**src/rtl/user_pkg.sv**
```systemverilog
`default_nettype none
// +----------------------------------------------------------------------+
// | user_pkg : register map, status/control bits, scan states, OBI types |
// | Revision : 1.0                                                       |
// +----------------------------------------------------------------------+
package user_pkg;

   localparam int unsigned OBI_AW = 32;
   localparam int unsigned OBI_DW = 32;

   typedef struct packed {
      logic              req;
      logic              we;
      logic [3:0]        be;
      logic [OBI_AW-1:0] addr;
      logic [OBI_DW-1:0] wdata;
   } sbr_obi_req_t;

   typedef struct packed {
      logic              valid;
      logic              err;
      logic [OBI_DW-1:0] rdata;
   } sbr_obi_r_t;

   typedef struct packed {
      logic       gnt;
      sbr_obi_r_t r;
   } sbr_obi_rsp_t;

   // Word index taken from address bits [4:2]
   localparam logic [2:0] REG_CTRL        = 3'd0;
   localparam logic [2:0] REG_STATUS      = 3'd1;
   localparam logic [2:0] REG_BASE        = 3'd2;
   localparam logic [2:0] REG_LEN         = 3'd3;
   localparam logic [2:0] REG_PATTERN     = 3'd4;
   localparam logic [2:0] REG_MASK        = 3'd5;
   localparam logic [2:0] REG_MATCH_COUNT = 3'd6;
   localparam logic [2:0] REG_FIRST_IDX   = 3'd7;

   // Register window; any set address bit in [REG_WINDOW_BITS-1:5] is an unmapped offset
   localparam int unsigned REG_WINDOW_BITS = 12;

   localparam int unsigned CTRL_START_BIT  = 0;
   localparam int unsigned CTRL_ABORT_BIT  = 1;
   localparam int unsigned CTRL_MODE_BIT   = 2;
   localparam int unsigned CTRL_IRQ_EN_BIT = 3;

   localparam int unsigned STATUS_BUSY_BIT    = 0;
   localparam int unsigned STATUS_DONE_BIT    = 1;
   localparam int unsigned STATUS_FOUND_BIT   = 2;
   localparam int unsigned STATUS_ABORTED_BIT = 3;

   typedef enum logic [1:0] {
      ST_IDLE = 2'd0,
      ST_REQ  = 2'd1,
      ST_WAIT = 2'd2
   } scan_state_e;

   function automatic logic word_hit(input logic [OBI_DW-1:0] data,
                                     input logic [OBI_DW-1:0] pattern,
                                     input logic [OBI_DW-1:0] mask);
      return ((data ^ pattern) & mask) == '0;
   endfunction

endpackage
`default_nettype wire

```
**src/rtl/user_match_accel_regs.sv**
```systemverilog
`default_nettype none
// +----------------------------------------------------------------------+
// | user_match_accel_regs : OBI register slave, config and result CSRs  |
// | Revision : 1.0                                                       |
// +----------------------------------------------------------------------+
module user_match_accel_regs
   import user_pkg::*;
#(
   parameter int unsigned DataWidth  = 32,
   parameter int unsigned AddrWidth  = 32,
   parameter int unsigned CountWidth = 16
) (
   input  logic                  clk_i,
   input  logic                  rst_ni,
   input  sbr_obi_req_t          obi_req_i,
   output sbr_obi_rsp_t          obi_rsp_o,
   input  logic                  busy,
   input  logic                  clr_results,
   input  logic                  set_done,
   input  logic                  set_aborted,
   input  logic                  hit,
   input  logic [CountWidth-1:0] hit_idx,
   output logic                  start,
   output logic                  abort,
   output logic                  mode,
   output logic [AddrWidth-1:0]  base,
   output logic [CountWidth-1:0] len,
   output logic [DataWidth-1:0]  pattern,
   output logic [DataWidth-1:0]  mask,
   output logic                  irq
);

   logic                  ready_q;
   logic                  rsp_valid_q;
   logic                  rsp_err_q;
   logic [DataWidth-1:0]  rsp_rdata_q;
   logic                  irq_en;
   logic                  done;
   logic                  found;
   logic                  aborted;
   logic [CountWidth-1:0] match_count;
   logic [CountWidth-1:0] first_idx;

   logic                  gnt;
   logic                  addr_ok;
   logic                  wr;
   logic                  cfg_wr;
   logic                  w1c_done;
   logic                  w1c_aborted;
   logic [2:0]            word;
   logic [DataWidth-1:0]  wdata;
   logic [DataWidth-1:0]  rd_data;
   logic                  unused_bits;

   assign word        = obi_req_i.addr[4:2];
   assign addr_ok     = (obi_req_i.addr[REG_WINDOW_BITS-1:5] == '0);
   assign wdata       = obi_req_i.wdata;
   // ready_q keeps the slave silent in the first cycle out of reset
   assign gnt         = obi_req_i.req & ready_q & ~rsp_valid_q;
   assign wr          = gnt & obi_req_i.we & addr_ok;
   assign cfg_wr      = wr & ~busy;
   assign start       = wr & (word == REG_CTRL) & wdata[CTRL_START_BIT];
   assign abort       = wr & (word == REG_CTRL) & wdata[CTRL_ABORT_BIT];
   assign w1c_done    = wr & (word == REG_STATUS) & wdata[STATUS_DONE_BIT];
   assign w1c_aborted = wr & (word == REG_STATUS) & wdata[STATUS_ABORTED_BIT];
   assign irq         = done & irq_en;
   assign unused_bits = ^{obi_req_i.be, obi_req_i.addr[1:0],
                          obi_req_i.addr[OBI_AW-1:REG_WINDOW_BITS]};

   assign obi_rsp_o.gnt     = gnt;
   assign obi_rsp_o.r.valid = rsp_valid_q;
   assign obi_rsp_o.r.err   = rsp_err_q;
   assign obi_rsp_o.r.rdata = rsp_rdata_q;

   always_comb begin
      rd_data = '0;
      case (word)
         REG_CTRL: begin
            rd_data[CTRL_MODE_BIT]   = mode;
            rd_data[CTRL_IRQ_EN_BIT] = irq_en;
         end
         REG_STATUS: begin
            rd_data[STATUS_BUSY_BIT]    = busy;
            rd_data[STATUS_DONE_BIT]    = done;
            rd_data[STATUS_FOUND_BIT]   = found;
            rd_data[STATUS_ABORTED_BIT] = aborted;
         end
         REG_BASE:        rd_data = DataWidth'(base);
         REG_LEN:         rd_data = DataWidth'(len);
         REG_PATTERN:     rd_data = pattern;
         REG_MASK:        rd_data = mask;
         REG_MATCH_COUNT: rd_data = DataWidth'(match_count);
         REG_FIRST_IDX:   rd_data = DataWidth'(first_idx);
         default:         rd_data = '0;
      endcase
   end

   always_ff @(posedge clk_i or negedge rst_ni) begin
      if (!rst_ni) begin
         ready_q     <= 1'b0;
         rsp_valid_q <= 1'b0;
         rsp_err_q   <= 1'b0;
         rsp_rdata_q <= '0;
      end else begin
         ready_q     <= 1'b1;
         rsp_valid_q <= gnt;
         if (gnt) begin
            rsp_err_q   <= ~addr_ok;
            rsp_rdata_q <= (obi_req_i.we || !addr_ok) ? '0 : rd_data;
         end
      end
   end

   always_ff @(posedge clk_i or negedge rst_ni) begin
      if (!rst_ni) begin
         base    <= '0;
         len     <= '0;
         pattern <= '0;
         mask    <= '0;
         mode    <= 1'b0;
         irq_en  <= 1'b0;
      end else begin
         if (cfg_wr) begin
            case (word)
               REG_BASE:    base    <= wdata[AddrWidth-1:0];
               REG_LEN:     len     <= wdata[CountWidth-1:0];
               REG_PATTERN: pattern <= wdata;
               REG_MASK:    mask    <= wdata;
               REG_CTRL:    mode    <= wdata[CTRL_MODE_BIT];
               default:     ;
            endcase
         end
         // irq_en stays writable during a scan so software can mask the interrupt
         if (wr && (word == REG_CTRL)) begin
            irq_en <= wdata[CTRL_IRQ_EN_BIT];
         end
      end
   end

   always_ff @(posedge clk_i or negedge rst_ni) begin
      if (!rst_ni) begin
         done        <= 1'b0;
         aborted     <= 1'b0;
         found       <= 1'b0;
         match_count <= '0;
         first_idx   <= '1;
      end else begin
         if (set_done) begin
            done <= 1'b1;
         end else if (clr_results || w1c_done) begin
            done <= 1'b0;
         end
         if (set_aborted) begin
            aborted <= 1'b1;
         end else if (clr_results || w1c_aborted) begin
            aborted <= 1'b0;
         end
         if (clr_results) begin
            found       <= 1'b0;
            match_count <= '0;
            first_idx   <= '1;
         end else if (hit) begin
            found <= 1'b1;
            if (!found) begin
               first_idx <= hit_idx;
            end
            if (match_count != '1) begin
               match_count <= match_count + CountWidth'(1);
            end
         end
      end
   end

endmodule
`default_nettype wire

```
**src/rtl/user_match_accel.sv**
```systemverilog
`default_nettype none
// +----------------------------------------------------------------------+
// | user_match_accel : memory pattern-match scanner with OBI CSR access |
// | Revision : 1.0                                                       |
// +----------------------------------------------------------------------+
module user_match_accel
   import user_pkg::*;
#(
   parameter int unsigned DataWidth  = 32,
   parameter int unsigned AddrWidth  = 32,
   parameter int unsigned CountWidth = 16
) (
   input  logic                 clk_i,
   input  logic                 rst_ni,
   input  sbr_obi_req_t         obi_req_i,
   output sbr_obi_rsp_t         obi_rsp_o,
   output logic                 mem_req_o,
   output logic [AddrWidth-1:0] mem_addr_o,
   input  logic                 mem_gnt_i,
   input  logic                 mem_rvalid_i,
   input  logic [DataWidth-1:0] mem_rdata_i,
   output logic                 irq_o
);

   scan_state_e           state;
   logic [CountWidth-1:0] idx;
   logic [AddrWidth-1:0]  addr;
   logic                  abort_pend;

   logic                  start;
   logic                  abort;
   logic                  mode;
   logic [AddrWidth-1:0]  base;
   logic [CountWidth-1:0] len;
   logic [DataWidth-1:0]  pattern;
   logic [DataWidth-1:0]  mask;
   logic                  busy;
   logic                  clr_results;
   logic                  set_done;
   logic                  set_aborted;
   logic                  hit;
   logic                  word_match;
   logic                  last_word;

   user_match_accel_regs #(
      .DataWidth  (DataWidth),
      .AddrWidth  (AddrWidth),
      .CountWidth (CountWidth)
   ) u_regs (
      .clk_i       (clk_i),
      .rst_ni      (rst_ni),
      .obi_req_i   (obi_req_i),
      .obi_rsp_o   (obi_rsp_o),
      .busy        (busy),
      .clr_results (clr_results),
      .set_done    (set_done),
      .set_aborted (set_aborted),
      .hit         (hit),
      .hit_idx     (idx),
      .start       (start),
      .abort       (abort),
      .mode        (mode),
      .base        (base),
      .len         (len),
      .pattern     (pattern),
      .mask        (mask),
      .irq         (irq_o)
   );

   assign busy       = (state != ST_IDLE);
   assign mem_req_o  = (state == ST_REQ);
   assign mem_addr_o = addr;
   assign word_match = word_hit(mem_rdata_i, pattern, mask);
   assign last_word  = (idx == len - CountWidth'(1));

   always_comb begin
      clr_results = 1'b0;
      set_done    = 1'b0;
      set_aborted = 1'b0;
      hit         = 1'b0;
      case (state)
         ST_IDLE: begin
            if (start) begin
               clr_results = 1'b1;
               set_done    = (len == '0);
            end
         end
         ST_REQ: begin
            if (abort && !mem_gnt_i) begin
               set_done    = 1'b1;
               set_aborted = 1'b1;
            end
         end
         ST_WAIT: begin
            if (mem_rvalid_i) begin
               if (abort_pend || abort) begin
                  set_done    = 1'b1;
                  set_aborted = 1'b1;
               end else begin
                  hit      = word_match;
                  set_done = last_word || (!mode && word_match);
               end
            end
         end
         default: ;
      endcase
   end

   always_ff @(posedge clk_i or negedge rst_ni) begin
      if (!rst_ni) begin
         state      <= ST_IDLE;
         idx        <= '0;
         addr       <= '0;
         abort_pend <= 1'b0;
      end else begin
         case (state)
            ST_IDLE: begin
               if (start && (len != '0)) begin
                  idx        <= '0;
                  addr       <= base;
                  abort_pend <= 1'b0;
                  state      <= ST_REQ;
               end
            end
            ST_REQ: begin
               // A grant in the abort cycle still owes us a response; drain it in WAIT
               if (mem_gnt_i) begin
                  abort_pend <= abort;
                  state      <= ST_WAIT;
               end else if (abort) begin
                  state <= ST_IDLE;
               end
            end
            ST_WAIT: begin
               if (mem_rvalid_i) begin
                  if (set_done) begin
                     state <= ST_IDLE;
                  end else begin
                     idx   <= idx + CountWidth'(1);
                     addr  <= addr + AddrWidth'(4);
                     state <= ST_REQ;
                  end
               end else if (abort) begin
                  abort_pend <= 1'b1;
               end
            end
            default: state <= ST_IDLE;
         endcase
      end
   end

endmodule
`default_nettype wire

```
**config.mk**
```make
export PLATFORM = sky130hd
export DESIGN_NAME = user_match_accel
export DESIGN_NICKNAME = d
export VERILOG_FILES = /design/src/rtl/user_pkg.sv /design/src/rtl/user_match_accel_regs.sv /design/src/rtl/user_match_accel.sv
export SDC_FILE = /design/constraint.sdc
export NUM_CORES = 1
export LEC_CHECK = 0
export ABC_AREA = 1
export CORE_MARGIN = 5
export CORE_UTILIZATION = 40
export DETAILED_ROUTE_END_ITERATION = 8
export HOLD_SLACK_MARGIN = 0.06
export SYNTH_ARGS = -nofsm -noshare
export SYNTH_HDL_FRONTEND = slang
export SYNTH_SLANG_ARGS = --single-unit
```
**constraint.sdc**
```tcl
create_clock -name clk_i -period 5.1 [get_ports clk_i]
set_input_delay 0.765 -clock clk_i [delete_from_list [all_inputs] [get_ports clk_i]]
set_output_delay 0.765 -clock clk_i [all_outputs]
set_load 0.01 [all_outputs]
```
Yosys cells after proc, flatten, opt, wreduce, memory -nomap -nowiden:

Cells that the tools add are included.

* reduce and logical (&&, ||, !) cells: 35
* add/sub/neg operators: 4
* equality and inequality tests: 19
* muxes and demuxes: 48
* bitwise gates (word level): 17

Operators with widths (count)
* one-hot mux 28 bit (6 select lines): 1
* two-way mux 16 bit: 9
* two-way mux 32 bit: 4
* one-hot mux 32 bit (2 select lines): 1
* adder 16 x 1 -> 16 bit (second input constant): 2
* adder 32 x 3 -> 32 bit (second input constant): 1
* AND 32 bit: 1
* logical NOT 32 bit: 1
* one-hot mux 16 bit (2 select lines): 1
* XOR 32 bit: 1
* two-way mux 1 bit: 22
* == test 16 bit: 1
* logical NOT 16 bit: 1
* inequality test 16 bit (second input constant): 1
* one-hot mux 2 bit (8 select lines): 1
* nonzero test 16 bit: 1
* subtractor 16 x 1 -> 16 bit (second input constant): 1
* one-hot mux 2 bit (7 select lines): 1
* AND reduction 2 bit: 7
* AND 1 bit: 12
* == test 3 bit (second input constant): 4
* nonzero test 2 bit: 6
* inequality test 2 bit (second input constant): 5
* two-way mux 2 bit: 4
* other kinds (20): 34

* input bits: 106
* register bits: 235
* word-level logic and storage cells: 142
* output and inout bits: 69

Logic depth before layout (Yosys ltp):

Gate-level depths: netlist (run 1).

* depth after elaboration: 13
* gate-level depth with buffers: 21
* mapped depth without buffers: 20

Cells and area by module:

From an unflattened synthesis (run 1), not the netlist that was laid out.

* cell total of the unflattened synthesis: 1878
* area, all modules: 13610.6 µm²

By module, submodules not included
* user_match_accel_regs: cells an instance 1053, area an instance 8692.1 µm², times used 1, sequential area each 4624.4 µm²
* user_match_accel: cells an instance 825, area an instance 4918.5 µm², times used 1, sequential area each 1276.2 µm²

Worst setup path after synthesis (run 1):

Ideal clock, no wire load.

* kind: input to register
* from: input obi_req_i[37] (netlist name)
* to: register u_regs.base[21]
* setup slack: 2.717 ns
* library setup time: 0.125 ns
* data arrival time: 2.258 ns
* stages on the path: 9
* path through: nor2_1 nand2_1 nor2_2 nand3_2 inv_1 nand2_1 nor2_1 buf_2 mux2_2

* word-level cells in the longest chain between the ends: 4

RTL lines
* start: declaration: line user_match_accel.sv:15 `input sbr_obi_req_t obi_req_i,`
* logical NOT 7 bit: line user_match_accel_regs.sv:56 `assign addr_ok = (obi_req_i.addr[REG_WINDOW_BITS-1:5] == '0);`
* AND 1 bit: line user_match_accel_regs.sv:60 `assign wr = gnt & obi_req_i.we & addr_ok;`
* AND 1 bit: line user_match_accel_regs.sv:61 `assign cfg_wr = wr & ~busy;`
* AND reduction 2 bit (no source line)
* end signal: assignment: line user_match_accel_regs.sv:125 `REG_BASE: base <= wdata[AddrWidth-1:0];`
* end: declaration: line user_match_accel_regs.sv:26 `output logic [AddrWidth-1:0] base,`

No other way between the ends.
A chain may end at the register's enable or synchronous reset.

Worst setup path after layout (run 1):

* from: input obi_req_i[36] (netlist name)
* to: register u_regs.base[26]

* word-level cells in the longest chain between the ends: 2

RTL lines
* == test 3 x 2 -> 1 bit: line user_match_accel_regs.sv:124 `case (word)`
* AND reduction 2 bit (no source line)

No other way between the ends.

==> results of run 1 <==
## routing by layer
metal  vias to the layer above  GRT usage, %
met5                         -             0
met4                         8         7.099
met3                        82         4.091
met2                       423         33.81
met1                      5814         33.67
li1                       6001             -
## stage by stage
step / cells / utilization (%) / power [mW]
2_1_floorplan: 1793 / - / 2.916
3_3_place_gp: 2319 / 46.18 / 3.395
3_5_place_dp: 2319 / 46.18 / 3.417
4_1_cts: 2369 / 49.22 / 5.559
5_1_grt: 2369 / 49.22 / 5.788
6_report: 2369 / 49.22 / 5.510
## cells by family after synthesis
family / count (synthesis) / synth area share [%]
buf+inv: 295 / 8.870
fa+ha+maj: 8 / 0.7614
flops: 235 / 44.88
simple gates: 883 / 27.75
other cells: 1 / 0.02853
xor+xnor: 59 / 3.931
compound gates: 301 / 12.83
mux: 11 / 0.9422
## area by class of cell
type / count / area, um^2 / share of cell area [%]
sequential: 235 / 5901 / 36.94
timing repair buffer: 165 / 1627 / 10.18
tap: 442 / 553.0 / 3.462
inverter: 214 / 803.3 / 5.029
clock inverter: 7 / 127.6 / 0.7990
multi-input combinational: 1263 / 6105 / 38.22
clock buffer: 43 / 857.1 / 5.366
## flip-flops by register name, summed over array words and instances (netlist names), 2 cells and up
| signal | cells |
|---|---|
| idx | 16 |
| u_regs.pattern | 32 |
| state | 2 |
| u_regs.mask | 32 |
| u_regs.len | 16 |
| u_regs.first_idx | 16 |
| u_regs.match_count | 16 |
| u_regs.rsp_rdata_q | 32 |
| mem_addr_o | 32 |
| u_regs.base | 32 |
## worst max-delay path, stage by stage
cell and delay, ns:
clkdlybuf4s50_1 0.54, inv_1 0.16, nand2_1 0.07, nor2_1 0.09, buf_4 0.31, inv_1 0.39, nor2_4 0.73, buf_12 0.27
mux2_2 0.35
## power breakdown
part,switching [mW],internal (mW)
clock,0.829,1.30
combinational,0.740,0.486
sequential,0.170,1.98
total,1.74,3.77
## synth_stat cells (2+ instances only)
master	n	share of area (%)
nor4_1	10	0.48
nor3_1	24	0.91
dfstp_2	16	3.2
nand3_2	2	0.15
nand3_1	109	4.1
o31ai_1	5	0.29
a21oi_1	19	0.72
mux2_2	11	0.94
nand4_1	19	0.90
nand2_1	561	16
nand3b_1	3	0.17
a31oi_1	3	0.14
ha_1	8	0.76
nand2_2	2	0.095
o21a_1	2	0.11
xnor2_1	14	0.93
buf_1	2	0.057
o21ai_0	199	7.6
xor2_1	45	3.0
dfrtp_1	219	42
clkbuf_1	53	1.5
inv_1	209	6.0
clkbuf_2	4	0.15
nor2_1	137	3.9
o22ai_1	47	2.2
buf_4	8	0.46
buf_2	13	0.49
or2_2	3	0.14
o221ai_1	2	0.13
nor2_2	6	0.29
o211ai_1	2	0.11
a2111oi_0	16	1.1
inv_2	4	0.11
## worst paths after layout
path	endpoint	cells past startpoint	startpoint	slack (ns)
max in group asynchronous	mem_addr_o[9]	2	rst_ni	3.71
max reg2reg	mem_addr_o[22]	18	u_regs.len[0]	1.84
min	u_regs.pattern[21]	1	rst_ni	0.19
min reg2reg	u_regs.rsp_rdata_q[22]	2	u_regs.rsp_rdata_q[22]	0.48
max	u_regs.base[26]	9	obi_req_i[36]	1.83
min in group clk_i	u_regs.rsp_rdata_q[22]	2	u_regs.rsp_rdata_q[22]	0.48
==> flow_metrics.env, run 1 <==
export IMPL_grt_use_total_pct=22.72
export IMPL_synth_seq_cells=235
export IMPL_met2WireLength_um=17830
export IMPL_clk_latency_ns=0.56
export IMPL_antenna_found_initial=5
export IMPL_numCtsBuffers=28
export IMPL_cts_tree="done"
export IMPL_synth_area_mm2=0.01315
export IMPL_clk_pin_slew_ns=0.06
export IMPL_layout_setup_ws_ns=1.832
export IMPL_peakVddDrop_mv=0.2522
export IMPL_top_layer="met5"
export IMPL_fp_dieArea_mm2=0.03659
export IMPL_io_pins=175
export IMPL_met1_length_um=19730
export IMPL_cts_buffer_depth=3
export IMPL_routedWlPerCell_um=17.68
export IMPL_fin_area_mm2=0.01597
export IMPL_drtIter0Drc=1066
export IMPL_relSlewSlack_pct=19.90
export IMPL_worstPathRequired_ns=5.53
export IMPL_ys_seq_area_share_pct=44.88
export IMPL_tns_ns=0
export IMPL_cp_start_kind="input pin"
export IMPL_dp_hpwl_um=30470
export IMPL_synthArstFlopShare_pct=100.0
export IMPL_start_util_pct=40.51
export IMPL_cts_hold_repair_buffers=0
export IMPL_synth_cell_types=49
export IMPL_gr_total_overflow=0
export IMPL_syn_avg_cell_area_um2=7.332
export IMPL_min_period_over_period_pct=64.08
export IMPL_drive_above_1_share_pct=6.072
export IMPL_die_y_um=191.3
export IMPL_syn_to_final_growth_pct=21.50
export IMPL_status="complete, no violations"
export IMPL_grt_start_max_net_pins=86
export IMPL_min_path_type="input pin to async pin"
export IMPL_vias=12328
export IMPL_rsz0062_at_grt="false"
export IMPL_netlist_instances=1793
export IMPL_cts_sinks=235
export IMPL_ys_flop_type="dfrtp_1"
export IMPL_drt_wl_total_um=41880
export IMPL_core_mm2=0.03245
export IMPL_clockRootBuffer="clkbuf_16"
export IMPL_p_leak_nw=7.379
export IMPL_ctsHtreeMaxLevel=1
export IMPL_setup_viol=0
export IMPL_dieWidth_um=191.3
export IMPL_pre_cts_ws_ns=1.274
export IMPL_worstPathMaxFanout=30
export IMPL_synth_edf_count=0
export IMPL_end_kind="register"
export IMPL_drc=0
export IMPL_numPortBuffers=148
export IMPL_num_antenna_cells=0
export IMPL_power_density_mw_per_mm2=345.0
export IMPL_fmax_ghz=0.3060
export IMPL_num_fill_cells=3172
export IMPL_post_cts_buffers=0
export IMPL_worstPathArrival_ns=3.69
export IMPL_finalMaxSlewViolations=0
export IMPL_drtAntennaViolNets=0
export IMPL_drv_cap=0
export IMPL_dr_pass1_iters=5
export IMPL_cts_resized=0
export IMPL_hold_viol=0
export IMPL_hold_ws_ns=0.1860
export IMPL_final_common_cell="nand2_1"
export IMPL_worstSetupPathType="input pin to register"
export IMPL_gp_congestion=0.9354
export IMPL_vias_per_cell=5.204
export IMPL_rows=66
export IMPL_final_cell_mix="561 x nand2_1, 219 x dfrtp_1, 209 x inv_1, 199 x o21ai_0, 147 x clkdlybuf4s50_1"
export IMPL_ys_warn_count=0
export IMPL_syn_nets=1907
export IMPL_grt_pass1_vias=11622
export IMPL_min_period_ns=3.268
export IMPL_skew_ns=0.02480
export IMPL_grt_pass1_wl_um=65900
export IMPL_tightest_slew_ns=1.199
export IMPL_layout_nets=2021
export IMPL_place_area_mm2=0.01499
export IMPL_routed_wl_met3_um=2877
Power figures use the tool's default switching activity.
==> run 2: changes to the inputs <==
==> constraint.sdc (replaced) <==
create_clock -name clk_i -period 3.4 [get_ports clk_i]
set_input_delay 0.51 -clock clk_i [delete_from_list [all_inputs] [get_ports clk_i]]
set_output_delay 0.51 -clock clk_i [all_outputs]
set_load 0.01 [all_outputs]
==> run 2 against run 1 <==
First-iteration DRC count shrank 5.7%. Register-to-register slack got worse by 1.1 ns. Via count is 0.66% higher.
==> flow_metrics.env, run 2 (synthesized netlist as in run 1, its figures left out) <==
export IMPL_fin_area_mm2=0.01607
export IMPL_min_path_type="register to register"
export IMPL_pre_cts_ws_ns=0.2103
export IMPL_switching_share_pct=32.36
export IMPL_drtAntennaViolNets=0
export IMPL_min_delay_start="mem_addr_o[1]"
export IMPL_fmax_ghz=0.3746
export IMPL_worstSetupPathType="register to register"
export IMPL_crit_start="u_regs.len[0]"
export IMPL_drtIter0Drc=1005
export IMPL_start_util_pct=40.51
export IMPL_hold_viol=0
export IMPL_finalMaxSlewViolations=0
export IMPL_final_common_cell="nand2_1"
export IMPL_numCtsBuffers=29
export IMPL_r2r_setup_slack_ns=0.73
export IMPL_worstPathArrival_ns=3.12
export IMPL_worstPathMaxFanout=42
export IMPL_cts_tree="done"
export IMPL_skew_ns=0.01836
export IMPL_power_frac_clock_pct=36.4
export IMPL_drc=0
export IMPL_min_period_ns=2.670
export IMPL_status="complete, no violations"
export IMPL_dieWidth_um=191.3
export IMPL_final_cell_mix="561 x nand2_1, 219 x dfrtp_1, 209 x inv_1, 199 x o21ai_0, 147 x clkdlybuf4s50_1"
export IMPL_dp_hpwl_um=30960
export IMPL_io_pins=175
export IMPL_antenna_found_initial=3
export IMPL_pwr_share_comb_pct=23.5
export IMPL_internal_power_mw=5.447
export IMPL_power_mw=8.053
export IMPL_clk_latency_ns=0.56
export IMPL_worstPathRequired_ns=3.85
export IMPL_gr_total_overflow=0
export IMPL_power_density_mw_per_mm2=501.2
export IMPL_pwr_share_seq_pct=40.2
export IMPL_drt_wl_total_um=42010
export IMPL_p_switching_mw=2.606
export IMPL_layout_nets=2037
export IMPL_end_kind="register"
export IMPL_place_area_mm2=0.01516
export IMPL_p_leak_nw=7.433
export IMPL_tightest_slew_ns=0.8965
export IMPL_cts_resized=0
export IMPL_core_mm2=0.03245
export IMPL_vias_per_cell=5.199
export IMPL_cts_buffer_depth=3
export IMPL_whs_endpoint="mem_addr_o[1]"
export IMPL_grt_pass1_vias=11867
export IMPL_post_cts_buffers=0
export IMPL_num_fill_cells=3177
export IMPL_grt_start_max_net_pins=92
export IMPL_clockRootBuffer="clkbuf_16"
export IMPL_cp_start_kind="register"
export IMPL_syn_to_final_growth_pct=22.21
export IMPL_cts_hold_repair_buffers=1
export IMPL_min_period_over_period_pct=78.52
export IMPL_r2r_start="u_regs.len[0]"
export IMPL_dr_pass1_iters=5
export IMPL_relSlewSlack_pct=40.23
export IMPL_tns_ns=0
export IMPL_die_y_um=191.3
export IMPL_grt_pass1_wl_um=66250
export IMPL_drive_above_1_share_pct=6.533
export IMPL_clk_pin_slew_ns=0.05
export IMPL_ctsHtreeMaxLevel=1
export IMPL_rows=66
export IMPL_setup_viol=0
export IMPL_hold_depth=2
export IMPL_regArea_mm2=0.005901
export IMPL_drv_cap=0
export IMPL_numPortBuffers=148
export IMPL_multi_input_comb_area_mm2=0.006105
export IMPL_cts_sinks=235
export IMPL_peakVddDrop_mv=0.3949
export IMPL_vias=12409
export IMPL_rr_endpoint="mem_addr_o[1]"
export IMPL_routedWlPerCell_um=17.60
export IMPL_grt_use_total_pct=22.77
export IMPL_fp_dieArea_mm2=0.03659
export IMPL_gp_congestion=0.9306
export IMPL_rsz0062_at_grt="false"
export IMPL_rr_worst_depth=17
export IMPL_layout_setup_ws_ns=0.7302
[run 2: through the flow]
| step | util [%] | hold WS (ns) | cells |
|---|---|---|---|
| floorplan | - | 0.2144 | 1793 |
| global placement | 46.70 | 0.4563 | 2333 |
| detailed placement | 46.70 | 0.4652 | 2333 |
| CTS | 49.50 | 0.4773 | 2386 |
| global route | 49.50 | 0.5074 | 2386 |
| finish | 49.51 | 0.4749 | 2387 |
[run 2: worst max-delay path by stage]
stage | to | depth (start not counted)
4_1_cts | mem_addr_o[1] | 17
6_report | mem_addr_o[1] | 17
3_3_place_gp | u_regs.match_count[6] | 12
5_1_grt | mem_addr_o[31] | 18
2_1_floorplan | u_regs.base[21] | 9
3_5_place_dp | u_regs.match_count[12] | 10
[run 2: final cells by class]
type	count	share of cell area [%]
sequential	235	36.73
clock inverter	6	0.3037
multi-input combinational	1263	38.00
antenna	1	0.01558
tap	442	3.442
timing repair buffer	180	11.23
inverter	214	5.000
clock buffer	46	5.288
[run 2: worst max-delay path, cell delays in order (launching register included)]
cell and delay (ns):
dfrtp_1 0.40, inv_1 0.17, ha_1 0.28, nand2_1 0.15, nor2_1 0.17, nand3_1 0.10
xor2_1 0.15, nand2_1 0.08, nor2_1 0.04, nand2_1 0.06, nand2_1 0.05, nand2_1 0.06
nand2_2 0.09, nand3_4 0.08, buf_4 0.40, nand2_1 0.13, nand2_1 0.08, nand2_1 0.04
[run 2: metal layers]
| layer | vias to the layer above | wire [um] | global-route usage, % |
|---|---|---|---|
| met5 | - | 34 | 0 |
| met4 | 4 | 1345 | 6.436 |
| met3 | 86 | 2771 | 3.798 |
| met2 | 403 | 18190 | 34.43 |
| met1 | 5881 | 19670 | 33.73 |
| li1 | 6035 | - | - |
[run 2: power by group through the flow]
stage | combinational, mW | sequential [mW] | clock, mW
4_1_cts | 1.90 | 3.23 | 3.00
3_5_place_dp | 1.89 | 3.28 | 0
3_3_place_gp | 1.86 | 3.27 | 0
5_1_grt | 2.12 | 3.27 | 3.13
2_1_floorplan | 1.10 | 3.27 | 0
6_report | 1.89 | 3.23 | 2.93
